--- config.mk ---
export PLATFORM = sky130hd
export DESIGN_NAME = conv_patch_scheduler
export DESIGN_NICKNAME = d
export VERILOG_FILES = /design/src/rtl/conv_cfg_pkg.sv /design/src/rtl/conv_patch_scheduler_wrap_counter.sv /design/src/rtl/conv_patch_scheduler.sv
export SDC_FILE = /design/constraint.sdc
export NUM_CORES = 1
export LEC_CHECK = 0
export ABC_AREA = 1
export CORE_MARGIN = 2
export CORE_UTILIZATION = 58
export DETAILED_ROUTE_END_ITERATION = 10
export GPL_ROUTABILITY_DRIVEN = 0
export GPL_TIMING_DRIVEN = 0
export PLACE_DENSITY = 0.85
export SYNTH_ARGS = -nofsm -noshare
export SYNTH_HDL_FRONTEND = slang
export SYNTH_SLANG_ARGS = --single-unit
--- constraint.sdc ---
create_clock -name clk -period 3.7 [get_ports clk]
set_input_delay 0.74 -clock clk [delete_from_list [all_inputs] [get_ports clk]]
set_output_delay 0.74 -clock clk [all_outputs]
set_load 0.01 [all_outputs]
--- src/rtl/conv_cfg_pkg.sv ---
// Shared convolution geometry: scheduler states, dimension helpers and widths.
// Imported by the scheduler, MAC controller and RAM wrappers.
package conv_cfg_pkg;

  typedef enum logic [1:0] {
    S_IDLE = 2'd0,
    S_RUN  = 2'd1,
    S_DONE = 2'd2
  } sched_state_t;

  function automatic int out_dim(input int img, input int k, input int s);
    return (img - k) / s + 1;
  endfunction

  function automatic int row_step(input int img_w, input int s);
    return s * img_w;
  endfunction

  // Width of an index that must reach n-1; never zero.
  function automatic int cw(input int n);
    return (n > 1) ? $clog2(n) : 1;
  endfunction

  localparam int IMG_W    = 28;
  localparam int IMG_H    = 28;
  localparam int K        = 3;
  localparam int STRIDE   = 1;
  localparam int NUM_FILT = 4;
  localparam int OUT_W    = out_dim(IMG_W, K, STRIDE);
  localparam int OUT_H    = out_dim(IMG_H, K, STRIDE);
  localparam int ROW_W    = cw(OUT_H);
  localparam int COL_W    = cw(OUT_W);
  localparam int FILT_W   = cw(NUM_FILT);

endpackage

--- src/rtl/conv_patch_scheduler_wrap_counter.sv ---
// Modulo-(MAX+1) counter; wrap fires on the increment that returns to 0.
// Chained through wrap to build the col/row/filter walk.
import conv_cfg_pkg::*;

module wrap_counter #(
  parameter int WIDTH = 4,
  parameter int MAX   = 15
) (
  input  logic             clk,
  input  logic             rst_n,
  input  logic             clr,
  input  logic             inc,
  output logic             wrap,
  output logic [WIDTH-1:0] value
);

  localparam logic [WIDTH-1:0] LAST = WIDTH'(MAX);

  logic [WIDTH-1:0] r_value;
  logic             w_at_last;

  assign w_at_last = (r_value == LAST);
  assign wrap      = inc & w_at_last;
  assign value     = r_value;

  always_ff @(posedge clk or negedge rst_n) begin
    if (!rst_n) begin
      r_value <= '0;
    end else if (clr) begin
      r_value <= '0;
    end else if (inc) begin
      r_value <= w_at_last ? '0 : r_value + WIDTH'(1);
    end
  end

endmodule

--- src/rtl/conv_patch_scheduler.sv ---
// Patch walker: steps col/row/filter per advance and tracks image/output addresses.
// Holds done high after the final patch until the next start.
import conv_cfg_pkg::*;

module conv_patch_scheduler #(
  parameter int IMG_W      = 28,
  parameter int IMG_H      = 28,
  parameter int K          = 3,
  parameter int STRIDE     = 1,
  parameter int NUM_FILT   = 4,
  parameter int ADDR_W     = 10,
  parameter int OUT_ADDR_W = 12
) (
  input  logic clk,
  input  logic rst_n,
  input  logic start,
  input  logic advance,
  output logic busy,
  output logic done,
  output logic done_pulse,
  output logic [cw(out_dim(IMG_H, K, STRIDE))-1:0] patch_row,
  output logic [cw(out_dim(IMG_W, K, STRIDE))-1:0] patch_col,
  output logic [cw(NUM_FILT)-1:0]                  filt_idx,
  output logic [ADDR_W-1:0]                        in_base_addr,
  output logic [OUT_ADDR_W-1:0]                    out_addr
);

  localparam int OW = out_dim(IMG_W, K, STRIDE);
  localparam int OH = out_dim(IMG_H, K, STRIDE);
  localparam int RW = cw(OH);
  localparam int CW = cw(OW);
  localparam int FW = cw(NUM_FILT);

  localparam logic [ADDR_W-1:0] COL_STEP = ADDR_W'(STRIDE);
  localparam logic [ADDR_W-1:0] ROW_INC  = ADDR_W'(row_step(IMG_W, STRIDE));

  sched_state_t r_state;
  sched_state_t w_next;

  logic                  w_run;
  logic                  w_adv;
  logic                  w_clr;
  logic                  w_col_wrap;
  logic                  w_row_wrap;
  logic                  w_last;
  logic [ADDR_W-1:0]     r_row_base;
  logic [ADDR_W-1:0]     r_in_base;
  logic [OUT_ADDR_W-1:0] r_out_addr;
  logic                  r_done_pulse;

  assign w_run = (r_state == S_RUN);
  assign w_adv = w_run & advance;
  assign w_clr = ~w_run & start;

  wrap_counter #(.WIDTH(CW), .MAX(OW - 1)) u_col (
    .clk   (clk),
    .rst_n (rst_n),
    .clr   (w_clr),
    .inc   (w_adv),
    .wrap  (w_col_wrap),
    .value (patch_col)
  );

  wrap_counter #(.WIDTH(RW), .MAX(OH - 1)) u_row (
    .clk   (clk),
    .rst_n (rst_n),
    .clr   (w_clr),
    .inc   (w_col_wrap),
    .wrap  (w_row_wrap),
    .value (patch_row)
  );

  wrap_counter #(.WIDTH(FW), .MAX(NUM_FILT - 1)) u_filt (
    .clk   (clk),
    .rst_n (rst_n),
    .clr   (w_clr),
    .inc   (w_row_wrap),
    .wrap  (w_last),
    .value (filt_idx)
  );

  always_ff @(posedge clk or negedge rst_n) begin
    if (!rst_n) begin
      r_state <= S_IDLE;
    end else begin
      r_state <= w_next;
    end
  end

  always_comb begin
    w_next = r_state;
    unique case (r_state)
      S_IDLE: if (start) w_next = S_RUN;
      S_RUN:  if (w_last) w_next = S_DONE;
      S_DONE: if (start) w_next = S_RUN;
      default: w_next = S_IDLE;
    endcase
  end

  // Incremental window base: no multiplier on the address path.
  always_ff @(posedge clk or negedge rst_n) begin
    if (!rst_n) begin
      r_row_base   <= '0;
      r_in_base    <= '0;
      r_out_addr   <= '0;
      r_done_pulse <= 1'b0;
    end else begin
      r_done_pulse <= w_last;
      if (w_clr) begin
        r_row_base <= '0;
        r_in_base  <= '0;
        r_out_addr <= '0;
      end else if (w_adv) begin
        r_out_addr <= w_last ? '0 : r_out_addr + OUT_ADDR_W'(1);
        if (w_row_wrap) begin
          r_row_base <= '0;
          r_in_base  <= '0;
        end else if (w_col_wrap) begin
          r_row_base <= r_row_base + ROW_INC;
          r_in_base  <= r_row_base + ROW_INC;
        end else begin
          r_in_base <= r_in_base + COL_STEP;
        end
      end
    end
  end

  assign busy         = w_run;
  assign done         = (r_state == S_DONE);
  assign done_pulse   = r_done_pulse;
  assign in_base_addr = r_in_base;
  assign out_addr     = r_out_addr;

endmodule
==> results.md <==
- The proportion of netlist area held by the largest area contributor is 42.57%.
- The cell sitting at the root of the clock tree is a clkbuf_8.
- The number of antenna violations at the first check in global routing is 0.
- The worst setup path is of the register to output port kind.
- The die span in y is 71.53 um.
- The per-cell via count in the routed design is 5.428.
- The wire length per cell is 12.88 um.
- The worst setup timing slack at the placement stage is 1468 ps.
- Cells fill 73.12% of the core in the end.
- Traced cell by cell, the critical path runs through inv_2 > nand2_2 > inv_1 > clkdlybuf4s50_1.
- The area inside the core boundary is 0.004384 mm^2.
- Counting flops with a built-in enable in the synthesized netlist gives 0.
- IR analysis of the VDD net gives a maximum drop of 0.0004069 V.
- At the worst endpoint, the arrival time is 1540 ps.
- Of the cells placed in the final design, the portion with a size suffix greater than 1 is 8.786%.
- The fill cell total of the finished layout is 348.
- After synthesis, the share of flip-flops with an asynchronous set or reset is 100.0%.
- TritonCTS built the clock tree.
- Relative to the synthesized area, the layout overhead comes to 21.19%.
- In this design, the stage delay of the slowest critical-path cell is 550 ps.
- The number of maximum-capacitance violations is 0.
- Input and output buffers added on the ports amount to 40.
- Synthesis produced a netlist with a net count of 350.
- Across the routed clock network, the largest skew measured is 14.05 ps.
- The count of TritonRoute iterations in the first routing pass is 4.
- The global-route congestion overflow total is 0.
- Entering global routing, the biggest net connects 38 pins.
- The horizontal die dimension is 71.53 um.
- The net total in the final layout is 398.
- The clock sink count is 45.
- At the pin with the least slew margin, the transition time is 399.2 ps.
- The routed design could run at a clock period as short as 2281 ps.
- The first global-routing pass estimated 9749 um of wire.
- Based on the critical path, the design can be clocked at up to 0.4385 GHz.
- After routing the design area is 0.003206 mm^2.
- Synthesis produced 338 cells.
- The worst setup path is launched from a register.
- In the layout the commonest cells are nand2_1, dfrtp_1, clkdlybuf4s50_1, inv_1, nand3_1.
- The number of global-route vias before repair came to 2218.
- The placed instances occupy a cell area of 0.003126 mm^2.
- The I/O pin count is 41.
- The violation count after the first detailed-routing iteration is 127.
- The share of the cycle needed by the critical path after routing is 61.64%.
- 0 antenna diodes ended up in the layout.
- The number of H-tree branching levels is 2.
- The largest individual stage delay along the critical path comes from the cell clkdlybuf4s50_1.
- The total DRC errors in the routed layout is 0.
- The buffer count from post-CTS setup fixing is 0.
- In this run the worst path has a maximum fanout of 3.
- The number of standard-cell rows in the floorplan is 24.
- Counting flops and latches in the post-synthesis netlist gives 45.
- The initial utilization of the core area, before any placement, comes to 60.33%.
- Setup repair after global routing left no endpoint under its margin.
- The number of clock buffers inserted by TritonCTS is 5.
- Detailed routing inserted a total of 2383 vias.
- The cell area that synthesis handed to floorplanning was 0.002645 mm^2.
- The min-delay analysis places its worst path in the category input pin to async pin.
- The count of endpoints failing hold in the final timing report is 0.
- The storage element area is 0.001126 mm^2.
- For this design the static power due to leakage is 1.571 nW.
- The floorplan step defined a die boundary enclosing 0.005117 mm^2.
- The leading cell type in the layout, fill and taps excluded is nand2_1.
- Dividing total power by cell area gives a power density of 594.0 mW/mm^2.
- The mean area per synthesized cell is 7.826 um^2.
- The insertion delay of the later-clocked pin in the worst-skew pair is 310 ps.
- The final worst setup slack is 1419 ps.
- The final number of setup-violating endpoints is 0.
- The estimated wirelength of the detail-placed design is 4075 um.
- The cell accounting for the most synthesized area is dfrtp_1.
- The overall power of the completed layout is 1.904 mW.
- The final antenna-violating net count is 0.
- Gates resized during post-CTS repair numbered 0.
- After clock tree synthesis, the flow added hold-fix buffers numbering 0.
- The required arrival time at the worst endpoint is 2960 ps.
- The flow ran to the end, and the final reports show no timing, DRC or antenna violations.
- The maximum root-to-sink buffer count is 2.
- Summing all multi-input logic gate instances after layout gives 0.001311 mm^2.
- The max-slew headroom at the worst pin is 73.29%.
- The final max-slew violation count came to 0.
- By area the synthesized netlist is led by dfrtp_1, nand2_1, nand3_1.
- The kind of end point of the critical path is an output port.
- The most frequently used flop master after synthesis is dfrtp_1.
- The routed design has 5655 um of wire.
- Setup total negative slack on the finished layout was measured at 0 ps.
- In this run, distinct cell masters in the synthesized netlist total 29.
- For this run, the number of Yosys warnings is 0.
- For this run, the register share of the synthesized area comes to 42.57%.
- The clock slew seen by the registers of the worst setup and hold paths is 90 ps.
- In the global route stage, overall resource usage came out at 24.24%.
==> final timing paths <==
path	depth (start not counted)	slack, ps	from	to
worst max-delay path	4	1420	r_state[1]$_DFFE_PN0P_	busy
worst max register to register	7	2110	u_row.value[1]$_DFFE_PN0P_	out_addr[11]$_DFFE_PN0P_
worst min-delay path	1	280	rst_n	in_base_addr[6]$_DFFE_PN0P_
worst min register to register	2	510	r_state[1]$_DFFE_PN0P_	r_state[1]$_DFFE_PN0P_
max in group asynchronous	2	2950	rst_n	out_addr[8]$_DFFE_PN0P_
min in group clk	2	510	r_state[1]$_DFFE_PN0P_	r_state[1]$_DFFE_PN0P_
==> flip-flops by register name, summed over array words and instances (netlist names) <==
register	cells
u_col.value	5
done_pulse	1
r_row_base	8
r_state	2
u_filt.value	2
u_row.value	5
in_base_addr	10
out_addr	12
==> per-stage QoR <==
stage	hold WS [ps]	std cells
after global routing	292.6	439
final	275.1	439
after floorplan	444.4	338
after detailed placement	495.4	431
after CTS	280.9	439
after global placement	493.7	430
==> synth_stat cells (5+ instances only) <==
library cell / number
o22ai_1: 11
o21ai_1: 12
inv_2: 5
ha_1: 8
nand2_2: 6
nor2_1: 25
nand3_1: 34
inv_1: 37
nand2_1: 94
o21ai_0: 12
dfrtp_1: 45
xor2_1: 9
nand4_1: 10
==> routing by layer <==
metal  track usage, %  wire (um)  part of all wire [%]  vias up
li1                 -          -                     -     1206
met1            30.96       2558                    45     1102
met2            41.05       2758                    49       68
met3            5.063        263                   4.7        7
met4            8.386         74                   1.3        0
met5                0          0                     0        -
==> worst max-delay path, delay by kind of cell (launching register included) <==
| kind | cells | cell delay [ps] |
|---|---|---|
| AND/OR/NAND/NOR | 1 | 80 |
| buffers and inverters | 3 | 760 |
| flip-flops | 1 | 390 |
==> where the power goes <==
group	internal (mW)	switching, mW	total [mW]
combinational	0.399	0.387	0.786
sequential	0.634	0.183	0.817
clock	0.134	0.166	0.301
==> final cells by class <==
class	instances	area share (%)
inverters	42	4.918
well taps	52	2.030
plain buffers	5	1.561
clock buffers	8	2.498
multi-input cells	246	40.91
repair buffers	41	12.96
flip-flops and latches	45	35.13
==> kinds of logic (layout without fill, tap and decap cells) <==
kind of cell               count (synthesis)  after routing  share of synthesized area (%)
and+or+nand+nor                          183            183                          32.40
adders and majority gates                  8              8                          3.784
DFF                                       45             45                          42.57
AOI/OAI and AO/OA                         43             43                          9.414
buffers and inverters                     47             96                          7.852
xor gates and xnor gates                  12             12                          3.974
(Power assumes the default switching activity.)
